===== config.mk =====
export PLATFORM = sky130hd
export DESIGN_NAME = store_buffer_flat
export DESIGN_NICKNAME = d
export VERILOG_FILES = /design/src/rtl/store_buffer_if.sv /design/src/rtl/store_buffer.sv /design/src/flat_wrapper.sv
export SDC_FILE = /design/constraint.sdc
export NUM_CORES = 1
export LEC_CHECK = 0
export BUFFER_PORTS_ARGS = -buffer_cell sky130_fd_sc_hd__buf_4
export CORE_MARGIN = 8
export CORE_UTILIZATION = 35
export DETAILED_ROUTE_END_ITERATION = 16
export GPL_ROUTABILITY_DRIVEN = 0
export PLACE_DENSITY = 0.54
export SYNTH_ARGS = -nofsm -noshare
export SYNTH_HDL_FRONTEND = slang
export SYNTH_SLANG_ARGS = --single-unit

===== constraint.sdc =====
create_clock -name clock -period 14.3 [get_ports clock]
set_input_delay 1.43 -clock clock [delete_from_list [all_inputs] [get_ports clock]]
set_output_delay 1.43 -clock clock [all_outputs]
set_load 0.1 [all_outputs]

===== src/rtl/store_buffer_if.sv =====
// Core/memory-side signal bundle of the store buffer. The slave modport is the buffer
// itself; the master modport is the core plus data memory (or a bench standing in for them).
interface store_buffer_if;
    logic        memwriteM;
    logic        memreadM;
    logic [31:0] dataAdrM;
    logic [31:0] writedataM;
    logic [31:0] readDataM;
    logic        stallM;
    logic        mem_we;
    logic [31:0] mem_addr;
    logic [31:0] mem_wd;
    logic        mem_ready;
    logic [31:0] mem_raddr;
    logic [31:0] mem_rd;
    logic        empty;
    logic [4:0]  dbg_count;

    // Handshakes: the core store is taken on a rising edge where memwriteM=1 and
    // stallM=0; a buffered store is retired on a rising edge where mem_we=1 and
    // mem_ready=1, and mem_we/mem_addr/mem_wd hold steady while mem_ready is low.
    modport master (
        output memwriteM, memreadM, dataAdrM, writedataM, mem_ready, mem_rd,
        input  readDataM, stallM, mem_we, mem_addr, mem_wd, mem_raddr, empty, dbg_count
    );
    modport slave (
        input  memwriteM, memreadM, dataAdrM, writedataM, mem_ready, mem_rd,
        output readDataM, stallM, mem_we, mem_addr, mem_wd, mem_raddr, empty, dbg_count
    );
endinterface


===== src/rtl/store_buffer.sv =====
// Circular store buffer between the core M stage and data memory with load-hit handling.
// Macro STORE_BUFFER_FORWARD_EN: defined = forward youngest hit, undefined = stall on hit.
module store_buffer #(
    parameter int DEPTH = 4
) (
    input logic           clock,
    input logic           reset,
    store_buffer_if.slave sb
);
    localparam int AW = (DEPTH > 1) ? $clog2(DEPTH) : 1;

    logic [31:0]   r_addr [DEPTH];
    logic [31:0]   r_data [DEPTH];
    logic [AW-1:0] r_head;
    logic [AW-1:0] r_tail;
    logic [AW:0]   r_count;

    logic w_full;
    logic w_empty;
    logic w_hit;
    logic w_stall;
    logic w_enq;
    logic w_deq;
`ifdef STORE_BUFFER_FORWARD_EN
    logic [31:0] w_fwd_data;
`endif

    assign w_full  = (r_count == (AW+1)'(DEPTH));
    assign w_empty = (r_count == '0);

    // Walk entries oldest to youngest so the last match wins; the head entry stays
    // visible during the cycle it drains.
    always_comb begin
        w_hit = 1'b0;
        for (int k = 0; k < DEPTH; k++) begin
            if (((AW+1)'(k) < r_count) &&
                (r_addr[r_head + AW'(k)][31:2] == sb.dataAdrM[31:2])) begin
                w_hit = 1'b1;
            end
        end
    end

`ifdef STORE_BUFFER_FORWARD_EN
    always_comb begin
        w_fwd_data = 32'h0;
        for (int k = 0; k < DEPTH; k++) begin
            if (((AW+1)'(k) < r_count) &&
                (r_addr[r_head + AW'(k)][31:2] == sb.dataAdrM[31:2])) begin
                w_fwd_data = r_data[r_head + AW'(k)];
            end
        end
    end

    assign w_stall      = sb.memwriteM && w_full;
    assign sb.readDataM = w_hit ? w_fwd_data : sb.mem_rd;
`else
    assign w_stall      = (sb.memwriteM && w_full) || (sb.memreadM && w_hit);
    assign sb.readDataM = sb.mem_rd;
`endif

    assign w_enq = sb.memwriteM && !w_stall;
    assign w_deq = !w_empty && sb.mem_ready;

    always_ff @(posedge clock) begin
        if (reset) begin
            r_head  <= '0;
            r_tail  <= '0;
            r_count <= '0;
            for (int i = 0; i < DEPTH; i++) begin
                r_addr[i] <= 32'h0;
                r_data[i] <= 32'h0;
            end
        end else begin
            if (w_enq) begin
                r_addr[r_tail] <= sb.dataAdrM;
                r_data[r_tail] <= sb.writedataM;
                r_tail         <= r_tail + 1'b1;
            end
            if (w_deq) begin
                r_head <= r_head + 1'b1;
            end
            case ({w_enq, w_deq})
                2'b10:   r_count <= r_count + 1'b1;
                2'b01:   r_count <= r_count - 1'b1;
                default: r_count <= r_count;
            endcase
        end
    end

    assign sb.stallM    = w_stall;
    assign sb.mem_we    = !w_empty;
    assign sb.mem_addr  = r_addr[r_head];
    assign sb.mem_wd    = r_data[r_head];
    assign sb.mem_raddr = sb.dataAdrM;
    assign sb.empty     = w_empty;
    assign sb.dbg_count = 5'(r_count);
endmodule

===== src/flat_wrapper.sv =====
// flat-port wrapper written by rule: the top's interface ports become plain ports
module store_buffer_flat 
#(
    parameter int DEPTH = 4
)
  (clock, reset, sb_memwriteM, sb_memreadM, sb_dataAdrM, sb_writedataM, sb_mem_ready, sb_mem_rd, sb_readDataM, sb_stallM, sb_mem_we, sb_mem_addr, sb_mem_wd, sb_mem_raddr, sb_empty, sb_dbg_count);
  store_buffer_if sb_i ();
  input logic clock;
  input logic reset;
  input wire logic [$bits(sb_i.memwriteM)-1:0] sb_memwriteM;
  input wire logic [$bits(sb_i.memreadM)-1:0] sb_memreadM;
  input wire logic [$bits(sb_i.dataAdrM)-1:0] sb_dataAdrM;
  input wire logic [$bits(sb_i.writedataM)-1:0] sb_writedataM;
  input wire logic [$bits(sb_i.mem_ready)-1:0] sb_mem_ready;
  input wire logic [$bits(sb_i.mem_rd)-1:0] sb_mem_rd;
  output wire logic [$bits(sb_i.readDataM)-1:0] sb_readDataM;
  output wire logic [$bits(sb_i.stallM)-1:0] sb_stallM;
  output wire logic [$bits(sb_i.mem_we)-1:0] sb_mem_we;
  output wire logic [$bits(sb_i.mem_addr)-1:0] sb_mem_addr;
  output wire logic [$bits(sb_i.mem_wd)-1:0] sb_mem_wd;
  output wire logic [$bits(sb_i.mem_raddr)-1:0] sb_mem_raddr;
  output wire logic [$bits(sb_i.empty)-1:0] sb_empty;
  output wire logic [$bits(sb_i.dbg_count)-1:0] sb_dbg_count;
  assign sb_i.memwriteM = sb_memwriteM;
  assign sb_i.memreadM = sb_memreadM;
  assign sb_i.dataAdrM = sb_dataAdrM;
  assign sb_i.writedataM = sb_writedataM;
  assign sb_i.mem_ready = sb_mem_ready;
  assign sb_i.mem_rd = sb_mem_rd;
  assign sb_readDataM = sb_i.readDataM;
  assign sb_stallM = sb_i.stallM;
  assign sb_mem_we = sb_i.mem_we;
  assign sb_mem_addr = sb_i.mem_addr;
  assign sb_mem_wd = sb_i.mem_wd;
  assign sb_mem_raddr = sb_i.mem_raddr;
  assign sb_empty = sb_i.empty;
  assign sb_dbg_count = sb_i.dbg_count;
  store_buffer #(.DEPTH(DEPTH)) u_core (.clock(clock), .reset(reset), .sb(sb_i));
endmodule

==> impl_metrics.tcl, run 1 <==
set metrics [dict create \
    status "completed" \
    io_buffer_count 170 \
    dp_hpwl_mm 34.8 \
    yosysSeqAreaShare 0.453 \
    p_comb_frac 0.482 \
    cp_num_cells 13 \
    clk_latency_ns 0.54 \
    crit_fanout 213 \
    drv_cap 0 \
    post_cts_buffers 0 \
    hold_buffers 0 \
    initial_core_util 0.355 \
    end_kind "register" \
    layout-drive-gt1-share 0.331 \
    postRouteWirelength_mm 54.6 \
    crit_family "buffers and inverters" \
    syn_avg_cell_area_um2 12.9 \
    floorplan.die.height_um 239 \
    hold_violations 0 \
    wire_per_inst_um 26.7 \
    post-route-min-period_ns 7.13 \
    hold_slack_ns 0.623 \
    crit_top_cell "buf_4" \
    tightestPinTransition_ns 1.34 \
    netlist_area_um2 17400 \
    nNetsFinal 1460 \
    switching_share 0.469 \
    htreeDepth 2 \
    hold_start "u_core.r_count[0]" \
    die_w_um 239 \
    drtIter0Drc 1218 \
    cts_buffers 34 \
    required_ns 14.75 \
    slowest_stage "dfxtp_4" \
    vias 11900 \
    ios 237 \
    gr-total-overflow 0 \
    critical_path.startpoint_type "register" \
    drc_errors 0 \
    cts_root_buf "clkbuf_16" \
    min_path_cells 2 \
    p_leak_uw 0.00614 \
    final_core_util 0.396 \
    cts.sinks 265 \
    worstSetupStartpoint "u_core.r_head[0]" \
    clkPwrFrac 0.226 \
    cp_data_arrival_time_ns 7.58 \
    post_cts_resized 0 \
    fin_skew_ns 0.0292 \
    rsz0062_at_grt "no" \
    cts_buffer_depth 3 \
    synth_edf_count 256 \
    power_uw 3790 \
    ys.flop_type "edfxtp_1" \
    power_frac_seq 0.292 \
    path_class "reg -> reg" \
    placed_area_um2 18300 \
    clk_pin_slew_ns 0.05 \
    track_usage 0.188 \
    ir_drop_mv 0.122 \
    routed_via_density 5.85 \
    tritoncts "yes" \
    rows 81 \
    grt_pass1_wl_mm 81.9 \
    ys_ff_latch 265 \
    synthCells 1351 \
    die-area_um2 57000 \
    r2r_start "u_core.r_head[0]" \
    synth_cell_type_count 64 \
    hold_class "reg -> reg" \
    max_freq_mhz 140 \
    slew_viol_final 0 \
    syn_to_final_growth_pct 11.6 \
    slowest_delay_ns 0.97 \
    dr.pass1.iters 5 \
    crit_chain "buf_4 > mux4_2 > xnor2_1 > nand4_1 > a2111oi_0 > a22oi_1 > a21boi_4 > buf_4 > buf_12 > or2_1 > ha_1 > or3_1 > a21oi_1" \
    power_density_nw_per_um2 196 \
    grt_pass1_vias 12200 \
    synth_warnings 0 \
    setup_viol 0 \
    intPower_uw 2010 \
    period_share 0.499 \
    p_switching_uw 1780 \
    core_area_um2 49000 \
    final_antenna_net_count 0 \
    reg2reg_depth 13 \
    grt_max_degree 214 \
    tns_ns 0 \
    stdcell_area_um2 19400 \
    relSlewSlack 0.107 \
    synthArstFlopShare 0 \
    worstPathBufferInverterCount 3 \
    antenna_found_initial 2 \
]
-- power groups by stage --
stage / clock, µW / combinational [µW] / sequential (µW)
finish: 856 / 1830 / 1110
global route: 904 / 1900 / 1130
CTS: 872 / 1840 / 1110
detailed placement: 0 / 1830 / 1130
global placement: 0 / 1840 / 1120
floorplan: 0 / 1500 / 1050
-- synth_stat cells (all sizes together), types with 14 or more instances --
library cell / count / area (µm²)
nor2: 25 / 93.8
xor2: 38 / 333
clkbuf: 85 / 319
nand4: 14 / 87.6
nor3: 70 / 350
nor4: 203 / 1900
edfxtp: 256 / 7690
nand2: 76 / 285
mux2i: 114 / 1140
mux4: 90 / 2030
xnor2: 73 / 639
buf: 139 / 1150
-- state kept, by name (all words and copies together) (netlist names), named ones only --
| name | flops |
|---|---|
| u_core.r_addr | 128 |
| u_core.r_data | 128 |
| u_core.r_head | 2 |
| u_core.r_tail | 2 |
| u_core.r_count | 3 |
-- worst paths after layout --
kind / end / slack (ns)
setup reg to reg: u_core.r_count[2] / 7.17
setup / recovery: u_core.r_count[2] / 7.17
hold reg to reg: u_core.r_count[0] / 0.62
hold / removal: u_core.r_count[0] / 0.62
-- through the flow --
step                std cells  setup slack (ns)
finish                   2041              7.17
global route             2040              6.68
CTS                      2040              7.35
detailed placement       1982              7.37
global placement         1982              7.42
floorplan                1352              5.80
-- layer usage --
metal	global-route usage	vias to the layer above	wire length, µm
met5	0	-	16
li1	-	5286	-
met2	0.298	482	25400
met3	0.0466	85	4280
met1	0.254	6078	23400
met4	0.0534	2	1420
-- final cells by class --
cell class                 count  area (µm²)
antenna                        1        2.50
clock buffer                  38         866
clock inverter                20         223
fill                        4679       29600
inverter                      12        45.0
multi-input combinational    851        8080
sequential                   265        7880
tap                          664         831
timing repair buffer         190        1450
-- tightest hold or removal path, delay by kind of cell, from the launching register on --
kind             cells  cell delay, ns
AND/OR/NAND/NOR      1            0.05
XOR/XNOR             1            0.15
flip-flops           1            0.38
-- layout by cell type (no fill, tap or decap), drive strengths merged, types with 6 or more instances in the layout --
master   Yosys  routed
nor2        25      25
nor4       203     203
xor2        38      38
nor3        70      70
a21oi       11      11
edfxtp     256     256
o21ai       12      12
a2111oi      8       8
mux2i      114     114
mux4        90      90
o22ai        9       9
inv         12      13
xnor2       73      73
clkinv       0      14
clkbuf      85      38
o2bb2ai      6       6
mux2        10      10
nand3        7       7
dfxtp        9       9
nand2       76      76
buf        139     190
nand4       14      14
-- kinds of logic (layout without fill, tap and decap cells) --
kind of cell / after synthesis / count (layout) / share of synthesized area
simple gates: 419 / 419 / 0.168
xor+xnor: 111 / 111 / 0.0560
mux: 214 / 214 / 0.189
other cells: 1 / 3 / 0.000216
fa+ha+maj: 5 / 5 / 0.00360
flops: 265 / 265 / 0.453
buf+inv: 236 / 260 / 0.0870
compound gates: 100 / 100 / 0.0428
(Power assumes the default switching activity.)
==> inputs of run 2 (changes only) <==
- clock period: 14.3 -> 7.15 ns (I/O delays scaled with it)
==> run 2 against run 1 <==
Net effect: global-route usage decreased by 0.53 points; worst hold slack got worse by 0.16 ns; clock power grew 80%; wire length shrank 1.9%; power grew 95%; final cell count is 0.20% higher; critical path type is now reg -> out; largest cell class unchanged; largest power group unchanged.
==> impl_metrics.tcl, run 2 (same netlist as run 1, synthesis figures left out) <==
set metrics [dict create \
    clk_latency_ns 0.61 \
    drc_errors 0 \
    top_regs "u_core.r_addr x128, u_core.r_data x128, u_core.r_count x3" \
    p_switching_uw 3500 \
    final_common_cell "edfxtp_1" \
    post_cts_buffers 0 \
    cts_buffers 30 \
    cts_buffer_depth 3 \
    switching_share 0.474 \
    floorplan.die.height_um 239 \
    cp_num_cells 9 \
    crit_family "compound AO/OA/AOI/OAI gates" \
    placed_area_um2 18300 \
    reg2reg_depth 10 \
    dp_hpwl_mm 35.1 \
    wire_per_inst_um 26.2 \
    slew_viol_final 0 \
    drtIter0Drc 1090 \
    critical_path.startpoint_type "register" \
    clk_pin_slew_ns 0.06 \
    grt_max_degree 133 \
    worstPathBufferInverterCount 2 \
    path_class "reg -> out" \
    ir_drop_mv 0.297 \
    power_frac_seq 0.298 \
    gr-total-overflow 0 \
    cts.sinks 265 \
    r2r_start "u_core.r_head[0]" \
    grt_pass1_vias 12000 \
    tns_ns 0 \
    hold_start "sb_memreadM" \
    drv_cap 0 \
    grt_pass1_wl_mm 79.9 \
    final_antenna_net_count 0 \
    crit_top_cell "buf_4" \
    postRouteWirelength_mm 53.5 \
    crit_chain "buf_4 > mux4_2 > xnor2_1 > nand4_1 > a2111oi_0 > a22oi_1 > a21boi_4 > a31o_2 > buf_4" \
    htreeDepth 1 \
    slowest_stage "dfxtp_4" \
    cts_root_buf "clkbuf_16" \
    power_density_nw_per_um2 383 \
    relSlewSlack 0.280 \
    cp_data_arrival_time_ns 4.76 \
    layout_setup_ws_ns 1.67 \
    clkPwrFrac 0.208 \
    place_inst 1988 \
    vias 11800 \
    p_leak_uw 0.00611 \
    setup_viol 0 \
    fillerInstances 4656 \
    rows 81 \
    crit_fanout 39 \
    fin_skew_ns 0.0328 \
    ios 237 \
    layout-drive-gt1-share 0.330 \
    min_to "u_core.r_tail[0]" \
    register_area_um2 7880 \
    rsz0062_at_grt "no" \
    multi_input_area_um2 8080 \
    r2r_slack_ns 2.17 \
    p_comb_frac 0.493 \
    layout.cells.non_filler 2045 \
    io_buffer_count 170 \
    post-route-min-period_ns 5.48 \
    post_cts_resized 0 \
    period_share 0.766 \
    nNetsFinal 1462 \
    antenna_found_initial 2 \
    die_w_um 239 \
    tritoncts "yes" \
    r2r-end "u_core.r_addr[0][21]" \
    stdcell_area_um2 19300 \
    hold_slack_ns 0.461 \
    intPower_uw 3890 \
    pre_cts_ws_ns 2.28 \
    core_area_um2 49000 \
    status "completed" \
    hold_buffers 0 \
    die-area_um2 57000 \
    syn_to_final_growth_pct 11.2 \
    track_usage 0.183 \
    tightestPinTransition_ns 1.08 \
    dr.pass1.iters 5 \
    hold_violations 0 \
    required_ns 6.43 \
    slowest_delay_ns 0.82 \
    min_path_cells 3 \
    routed_via_density 5.78 \
    max_freq_mhz 183 \
    initial_core_util 0.355 \
    hold_class "in -> reg" \
    end_kind "output pin" \
    layout_common_cells "edfxtp_1, buf_4, mux2i_1" \
]
run 2: cell count changes in the layout (fill, tap and decap cells not counted):
cell       delta
buf_4         +6
clkinv_16     +1
clkinv_8      -1
clkbuf_1      +4
inv_16        -1
clkbuf_16     -4
bufinv_16     -1
run 2: cell type report:
class | count | share of cell area
Clock inverter | 18 | 0.00966
Multi-Input combinational cell | 851 | 0.419
Clock buffer | 38 | 0.0404
Sequential cell | 265 | 0.408
Timing Repair Buffer | 196 | 0.0775
Inverter | 12 | 0.00233
Antenna cell | 1 | 0.000130
Tap cell | 664 | 0.0430
run 2: power groups by stage:
stage          registers (µW)  logic, µW  clock network [µW]
2_1_floorplan            2110       3010                   0
3_3_place_gp             2230       3670                   0
3_5_place_dp             2240       3670                   0
4_1_cts                  2200       3680                1570
5_1_grt                  2240       3820                1630
6_report                 2210       3650                1540
run 2: worst max path at each step:
stage	startpoint	to	slack (ns)
2_1_floorplan	register	u_core.r_addr[0][0]	-1.35
3_3_place_gp	u_core.r_head[0]	u_core.r_addr[0][14]	2.31
3_5_place_dp	u_core.r_head[0]	u_core.r_addr[0][14]	2.28
4_1_cts	u_core.r_head[0]	sb_stallM	1.71
5_1_grt	u_core.r_head[0]	sb_stallM	1.42
6_report	u_core.r_head[0]	sb_stallM	1.67
run 2: layer usage:
metal / global-route usage / wire, µm / up-vias / part of all wire
li1: - / - / 5283 / -
met1: 0.252 / 23700 / 6052 / 0.44
met2: 0.290 / 24800 / 415 / 0.46
met3: 0.0448 / 3900 / 67 / 0.073
met4: 0.0398 / 1140 / 2 / 0.021
met5: 0 / 13 / - / 0.00024
run 2: tightest hold or removal path: cells and delay by family:
| family | cells | cell delay [ns] |
|---|---|---|
| simple gates | 1 | 0.06 |
| buf+inv | 1 | 0.14 |
| compound gates | 1 | 0.09 |
run 2: per-stage QoR:
step / utilization / total power [µW]
after global routing: 0.394 / 7690
after global placement: 0.375 / 5900
final: 0.394 / 7400
after CTS: 0.394 / 7460
after floorplan: - / 5110
after detailed placement: 0.375 / 5910
